**src/rtl/sram_port_arb.sv**
```systemverilog
// -----------------------------------------------------------------------------
// sram_port_arb
//
// Shares one read/write SRAM port between two hosts (host 0: core data path,
// host 1: DMA / initialiser engine). Each cycle a single winner is chosen
// combinationally, its command is forwarded to the RAM, and the one-cycle
// response is steered back to whichever host issued it. Capability tags are
// only written when a full-word write carries them; any partial write clears
// the tag.
//
// Parameters
//   AddrWidth : byte-address width of the SRAM (word address = AddrWidth-2)
//   FixedPrio : 0 = round-robin, 1 = host 0 priority with host-1 relief
//   MaxWait   : FixedPrio=1 only; cycles host 1 may lose before it is forced
//               a grant (1..255)
//
// Ports
//   clk_i, rst_i               clock, synchronous active-high reset
//   hN_req_i / hN_gnt_o        request / same-cycle grant, N = 0, 1
//   hN_we_i, hN_be_i           write enable, byte enables
//   hN_addr_i                  word address
//   hN_wdata_i, hN_wcap_i      write data and capability tag
//   hN_rvalid_o                response valid (reads and writes)
//   hN_rdata_o, hN_rcap_o      read data and tag, zero when not valid
//   mem_*_o                    command to the RAM, all zero when idle
//   mem_rvalid_i, mem_rdata_i,
//   mem_rcap_i                 RAM response, one cycle after the command
//   err_o                      sticky: a response arrived with none pending
//   conflict_cnt_o             saturating count of two-host request cycles
// -----------------------------------------------------------------------------
module sram_port_arb #(
  parameter int AddrWidth = 17,
  parameter int FixedPrio = 0,
  parameter int MaxWait   = 8
) (
  input  logic                 clk_i,
  input  logic                 rst_i,

  input  logic                 h0_req_i,
  output logic                 h0_gnt_o,
  input  logic                 h0_we_i,
  input  logic [3:0]           h0_be_i,
  input  logic [AddrWidth-3:0] h0_addr_i,
  input  logic [31:0]          h0_wdata_i,
  input  logic                 h0_wcap_i,
  output logic                 h0_rvalid_o,
  output logic [31:0]          h0_rdata_o,
  output logic                 h0_rcap_o,

  input  logic                 h1_req_i,
  output logic                 h1_gnt_o,
  input  logic                 h1_we_i,
  input  logic [3:0]           h1_be_i,
  input  logic [AddrWidth-3:0] h1_addr_i,
  input  logic [31:0]          h1_wdata_i,
  input  logic                 h1_wcap_i,
  output logic                 h1_rvalid_o,
  output logic [31:0]          h1_rdata_o,
  output logic                 h1_rcap_o,

  output logic                 mem_req_o,
  output logic                 mem_we_o,
  output logic [3:0]           mem_be_o,
  output logic [AddrWidth-3:0] mem_addr_o,
  output logic [31:0]          mem_wdata_o,
  output logic                 mem_wcap_o,
  input  logic                 mem_rvalid_i,
  input  logic [31:0]          mem_rdata_i,
  input  logic                 mem_rcap_i,

  output logic                 err_o,
  output logic [15:0]          conflict_cnt_o
);

  localparam logic [7:0] MAX_WAIT_C = 8'(MaxWait);

  // Control state
  logic        rr_q;            // host granted most recently
  logic [7:0]  wait_q;          // cycles host 1 has been refused
  logic        pend_q;          // a response is due this cycle
  logic        owner_q;         // host that owns the pending response
  logic        err_q;
  logic        rst_d_q;         // high for the first cycle after reset
  logic [15:0] conflict_cnt_q;

  logic        gnt0;
  logic        gnt1;
  logic        any_gnt;
  logic        both_req;

  logic        sel_we;
  logic [3:0]  sel_be;
  logic [AddrWidth-3:0] sel_addr;
  logic [31:0] sel_wdata;
  logic        sel_wcap;

  logic        rsp_ok;

  function automatic logic [7:0] sat_inc8(input logic [7:0] v);
    sat_inc8 = (v == 8'hFF) ? v : v + 8'd1;
  endfunction

  function automatic logic [15:0] sat_inc16(input logic [15:0] v);
    sat_inc16 = (v == 16'hFFFF) ? v : v + 16'd1;
  endfunction

  assign both_req = h0_req_i & h1_req_i;

  // ---- Stage 0: arbitration and command mux (combinational) ----
  always_comb begin
    gnt0 = 1'b0;
    gnt1 = 1'b0;
    if (!rst_i) begin
      if (h0_req_i && !h1_req_i) begin
        gnt0 = 1'b1;
      end else if (h1_req_i && !h0_req_i) begin
        gnt1 = 1'b1;
      end else if (both_req) begin
        if (FixedPrio == 0) begin
          // rr_q holds the last winner, so the other host goes next
          if (rr_q) gnt0 = 1'b1;
          else      gnt1 = 1'b1;
        end else begin
          // Host 0 wins unless host 1 has been starved long enough
          if (wait_q >= MAX_WAIT_C) gnt1 = 1'b1;
          else                      gnt0 = 1'b1;
        end
      end
    end
  end

  assign any_gnt  = gnt0 | gnt1;
  assign h0_gnt_o = gnt0;
  assign h1_gnt_o = gnt1;

  always_comb begin
    sel_we    = 1'b0;
    sel_be    = 4'h0;
    sel_addr  = '0;
    sel_wdata = 32'h0;
    sel_wcap  = 1'b0;
    if (gnt0) begin
      sel_we    = h0_we_i;
      sel_be    = h0_be_i;
      sel_addr  = h0_addr_i;
      sel_wdata = h0_wdata_i;
      sel_wcap  = h0_wcap_i;
    end else if (gnt1) begin
      sel_we    = h1_we_i;
      sel_be    = h1_be_i;
      sel_addr  = h1_addr_i;
      sel_wdata = h1_wdata_i;
      sel_wcap  = h1_wcap_i;
    end
  end

  assign mem_req_o   = any_gnt;
  assign mem_we_o    = sel_we;
  assign mem_be_o    = sel_be;
  assign mem_addr_o  = sel_addr;
  assign mem_wdata_o = sel_wdata;
  // A tag may only be set by a full-word write; partial writes clear it.
  assign mem_wcap_o  = sel_wcap & sel_we & (sel_be == 4'hF);

  // ---- Stage 0 -> 1: control registers ----
  always_ff @(posedge clk_i) begin
    if (rst_i) begin
      rr_q           <= 1'b1;
      wait_q         <= 8'h00;
      pend_q         <= 1'b0;
      owner_q        <= 1'b0;
      err_q          <= 1'b0;
      rst_d_q        <= 1'b1;
      conflict_cnt_q <= 16'h0000;
    end else begin
      rst_d_q <= 1'b0;

      if (gnt0)      rr_q <= 1'b0;
      else if (gnt1) rr_q <= 1'b1;

      if (h1_req_i && !gnt1) wait_q <= sat_inc8(wait_q);
      else                   wait_q <= 8'h00;

      pend_q <= any_gnt;
      if (any_gnt) owner_q <= gnt1;

      // The first post-reset cycle may carry a response to a command issued
      // just as reset arrived; it is dropped without raising an error.
      if (mem_rvalid_i && !pend_q && !rst_d_q) err_q <= 1'b1;

      if (both_req) conflict_cnt_q <= sat_inc16(conflict_cnt_q);
    end
  end

  // ---- Stage 1: response routing ----
  assign rsp_ok = mem_rvalid_i & pend_q & ~rst_i;

  assign h0_rvalid_o = rsp_ok & ~owner_q;
  assign h1_rvalid_o = rsp_ok &  owner_q;
  assign h0_rdata_o  = h0_rvalid_o ? mem_rdata_i : 32'h0;
  assign h1_rdata_o  = h1_rvalid_o ? mem_rdata_i : 32'h0;
  assign h0_rcap_o   = h0_rvalid_o & mem_rcap_i;
  assign h1_rcap_o   = h1_rvalid_o & mem_rcap_i;

  assign err_o          = err_q;
  assign conflict_cnt_o = conflict_cnt_q;

endmodule
```
**config.mk**
```make
export PLATFORM = sky130hd
export DESIGN_NAME = sram_port_arb
export DESIGN_NICKNAME = d
export VERILOG_FILES = /design/src/rtl/sram_port_arb.sv
export SDC_FILE = /design/constraint.sdc
export NUM_CORES = 1
export LEC_CHECK = 0
export BUFFER_PORTS_ARGS = -buffer_cell sky130_fd_sc_hd__buf_2
export CORE_AREA = 5 5 106 108
export DETAILED_ROUTE_END_ITERATION = 7
export DIE_AREA = 0 0 111 113
export GPL_TIMING_DRIVEN = 0
export SLEW_MARGIN = 10
export SYNTH_ARGS = -nofsm -noshare
export SYNTH_HDL_FRONTEND = slang
export SYNTH_SLANG_ARGS = --single-unit
```
**constraint.sdc**
```tcl
create_clock -name clk_i -period 1.5 [get_ports clk_i]
set_input_delay 0.075 -clock clk_i [delete_from_list [all_inputs] [get_ports clk_i]]
set_output_delay 0.075 -clock clk_i [all_outputs]
set_load 0.02 [all_outputs]
```
==> flow_summary.json <==
{
  "status": "finished with violations",
  "violations": "negative setup slack",
  "worst_ep_arrival_time_ps": 1490,
  "grt_pass1_wl_mm": 19.47,
  "layout_common_cells": "buf_2, buf_6, and2_4, a22o_1, buf_4",
  "ioPinCount": 285,
  "drv_slew": 0,
  "synthFlopType": "dfxtp_1",
  "numCtsBuffers": 3,
  "yosys.cell_types.count": 43,
  "p_switching_mw": 0.7163,
  "endpoint_kind": "primary output",
  "stdcell_count": 726,
  "leakage_nw": 2.684,
  "synth_edf_count": 0,
  "ant_nets": 0,
  "routed-wl-met2_mm": 7.058,
  "clock_sinks": 21,
  "critPathMaxFanout": 7,
  "cp-start-kind": "flip-flop",
  "final.min_clock_period_ps": 1568,
  "max_slew.worst_pin.slew_ps": 622.0,
  "die_w_um": 111,
  "synth_seq_cells": 21,
  "reg2regPathDepth": 6,
  "cp_cell_sequence": "nand2b_4 -> and2_4 -> a22o_1 -> and4_1 -> buf_6",
  "worstHoldPathType": "input pin to flip-flop",
  "ff_latch_area_um2": 456.7,
  "cap_violations": 0,
  "crit_end": "mem_wcap_o",
  "whs_ps": 103.0,
  "grt_pass1_vias": 3716,
  "wl_met1_mm": 4.998,
  "syn_area_um2": 2063,
  "core_um2": 10140,
  "initial_utilization_pct": 20.35,
  "route.detailed.drc": 0,
  "fin_tns_setup_ps": -953.4,
  "final_util_pct": 50.19,
  "cts_tree": "yes",
  "setup_violations": 64,
  "grt.total_usage_pct": 18.81,
  "r2r_end": "conflict_cnt_o[12]",
  "synth_compound_area_share_pct": 32.75,
  "finalHoldViolCount": 0,
  "ir_worst_vdd_mv": 0.3306,
  "synth_top_family_by_area": "simple AND/OR/NAND/NOR gates",
  "clk_pin_slew_worst_paths_ps": 80,
  "relSlewSlack_pct": 58.53,
  "muxShareOfSynthArea_pct": 0.4851,
  "p_int_mw": 1.281,
  "die_y_um": 113,
  "drtIter0Drc": 161,
  "grt_setup_unrepaired": "yes",
  "htree_levels": 1,
  "syn2layout_area_growth_pct": 146.6,
  "rrSetupSlack_ps": 0,
  "clkLatencyLatePin_ps": 260,
  "yosysSeqAreaShare_pct": 20.38,
  "p_comb_share_pct": 51.7,
  "num_rows": 37,
  "timing.fmax_mhz": 637.7,
  "slowest_delay_ps": 340,
  "drive_gt1_share_pct": 76.61,
  "via_per_inst": 4.875,
  "synth-async-reset-ratio_pct": 0,
  "grt_max_degree": 12,
  "pwr-share-clk_pct": 18.8,
  "fillers": 918,
  "num_vias": 3539,
  "drtPass1Iterations": 4,
  "yosys_warnings": 0,
  "antenna_found_initial": 0,
  "overflow": 0,
  "die_area_um2": 12540,
  "cp_slowest_cell": "dfxtp_2",
  "wl_per_cell_um": 18.48,
  "synthAdderAreaFrac_pct": 0.6064,
  "post-route-period-util_pct": 104.6,
  "port_buffers": 284,
  "critPathKind": "flip-flop to primary output",
  "multi_input_area_um2": 1842,
  "place_area_um2": 3677,
  "synth_nets": 411,
  "insertedDiodeCount": 0,
  "r2r_start": "conflict_cnt_o[2]",
  "cts_buffer_depth": 2,
  "dpl.hpwl_mm": 9.416,
  "root_buffer": "clkbuf_8",
  "wl_met3_mm": 1.058,
  "nNetsFinal": 736,
  "cp.required_ps": 1420,
  "gp_congestion": 0.9226,
  "setup_ws_ps": -68.25,
  "final_common_cell": "buf_2",
  "wirelength_mm": 13.42,
  "fin_area_um2": 5089,
  "p_seq_share_pct": 29.6,
  "place_inst": 686,
  "finClkSkew_ps": 3.659,
  "syn_avg_cell_area_um2": 7.756,
  "swShare_pct": 35.86,
  "crit_path_start": "rr_q",
  "synthSimpleGateAreaFrac_pct": 40.08,
  "top_layer": "met4",
  "postSynthCellCount": 266,
  "power_density_nw_per_um2": 392.6,
  "synth-xor-area-share_pct": 0
}
## how the worst min path moves through the flow
stage	from	endpoint	slack (ps)	cells past startpoint
finish	mem_rvalid_i	err_o	100	3
global route	mem_rvalid_i	err_o	110	3
CTS	mem_rvalid_i	err_o	90	3
detailed placement	rst_i	rst_d_q	240	1
global placement	rst_i	rst_d_q	240	1
floorplan	rst_i	rst_d_q	100	0
## cell usage after synthesis (2+ instances only)
cell      number  area (µm²)
and2_1        70       437.9
a22o_1        49       429.2
dfxtp_1       21       420.4
nand2_1       14       52.55
buf_2         13       65.06
nand3_1       12       60.06
a21oi_1        8       40.04
and3_1         6       37.54
clkbuf_1       6       22.52
a31oi_1        5       31.28
o21ai_0        5       25.02
o31ai_1        5       37.54
nor2_1         4       15.01
or4_1          4       30.03
a211oi_1       3       22.52
a22oi_1        3       22.52
nor2b_1        3       18.77
nor3_1         3       15.01
or2_2          3       18.77
and4_1         2       17.52
inv_1          2       7.510
nand2b_1       2       12.51
nor3b_1        2       15.01
o41ai_1        2       17.52
## flip-flops by register name, summed over array words and instances, names as in the netlist
signal          flops
owner_q             1
pend_q              1
rr_q                1
err_o               1
conflict_cnt_o     16
rst_d_q             1
## logic make-up after synthesis
kind of cell             after synthesis
AND/OR/NAND/NOR                      133
AO/OA/AOI/OAI                         86
buffers and inverters                 24
flip-flops                            21
multiplexers                           1
adder cells (fa/ha/maj)                1
## power by group through the flow
stage / Clock, mW / Sequential [mW] / Combinational (mW)
6_report: 0.375 / 0.591 / 1.03
5_1_grt: 0.414 / 0.594 / 1.10
4_1_cts: 0.394 / 0.595 / 0.975
3_5_place_dp: 0 / 0.605 / 0.777
3_3_place_gp: 0 / 0.604 / 0.769
2_1_floorplan: 0 / 0.612 / 0.388
## stage by stage
stage / total power, mW / setup WS (ps)
2_1_floorplan: 0.9997 / -14.74
4_1_cts: 1.964 / -73.42
6_report: 1.998 / -68.25
3_3_place_gp: 1.373 / -422.8
5_1_grt: 2.104 / -130.9
3_5_place_dp: 1.382 / -486.3
## layout make-up
type / count / share of cell area, %
tap: 136 / 3.344
inverter: 2 / 0.1475
sequential: 21 / 8.975
clock buffer: 4 / 0.8852
timing repair buffer: 320 / 45.81
multi-input combinational: 223 / 36.19
buffer: 20 / 4.647
## worst max-delay path, delay by kind of cell (launching register included)
kind            cells  cell delay [ps]
compound gates      1              160
flops               1              340
simple gates        3              590
buf+inv             1              130
## layer usage
layer  GRT usage, %  up-vias
met1          21.24     1653
met2          35.60      212
met4          5.172        0
met3          4.011       24
met5              0        -
li1               -     1650
## timing repair
action                                  CTS  global route
hold endpoints to repair                  1             0
gates resized for setup                 279            69
gates cloned                             11             1
hold buffers                              1             0
pin swaps                                53            30
setup buffers                            12            13
endpoints found under the setup margin  130           125
(Power assumes the default switching activity.)
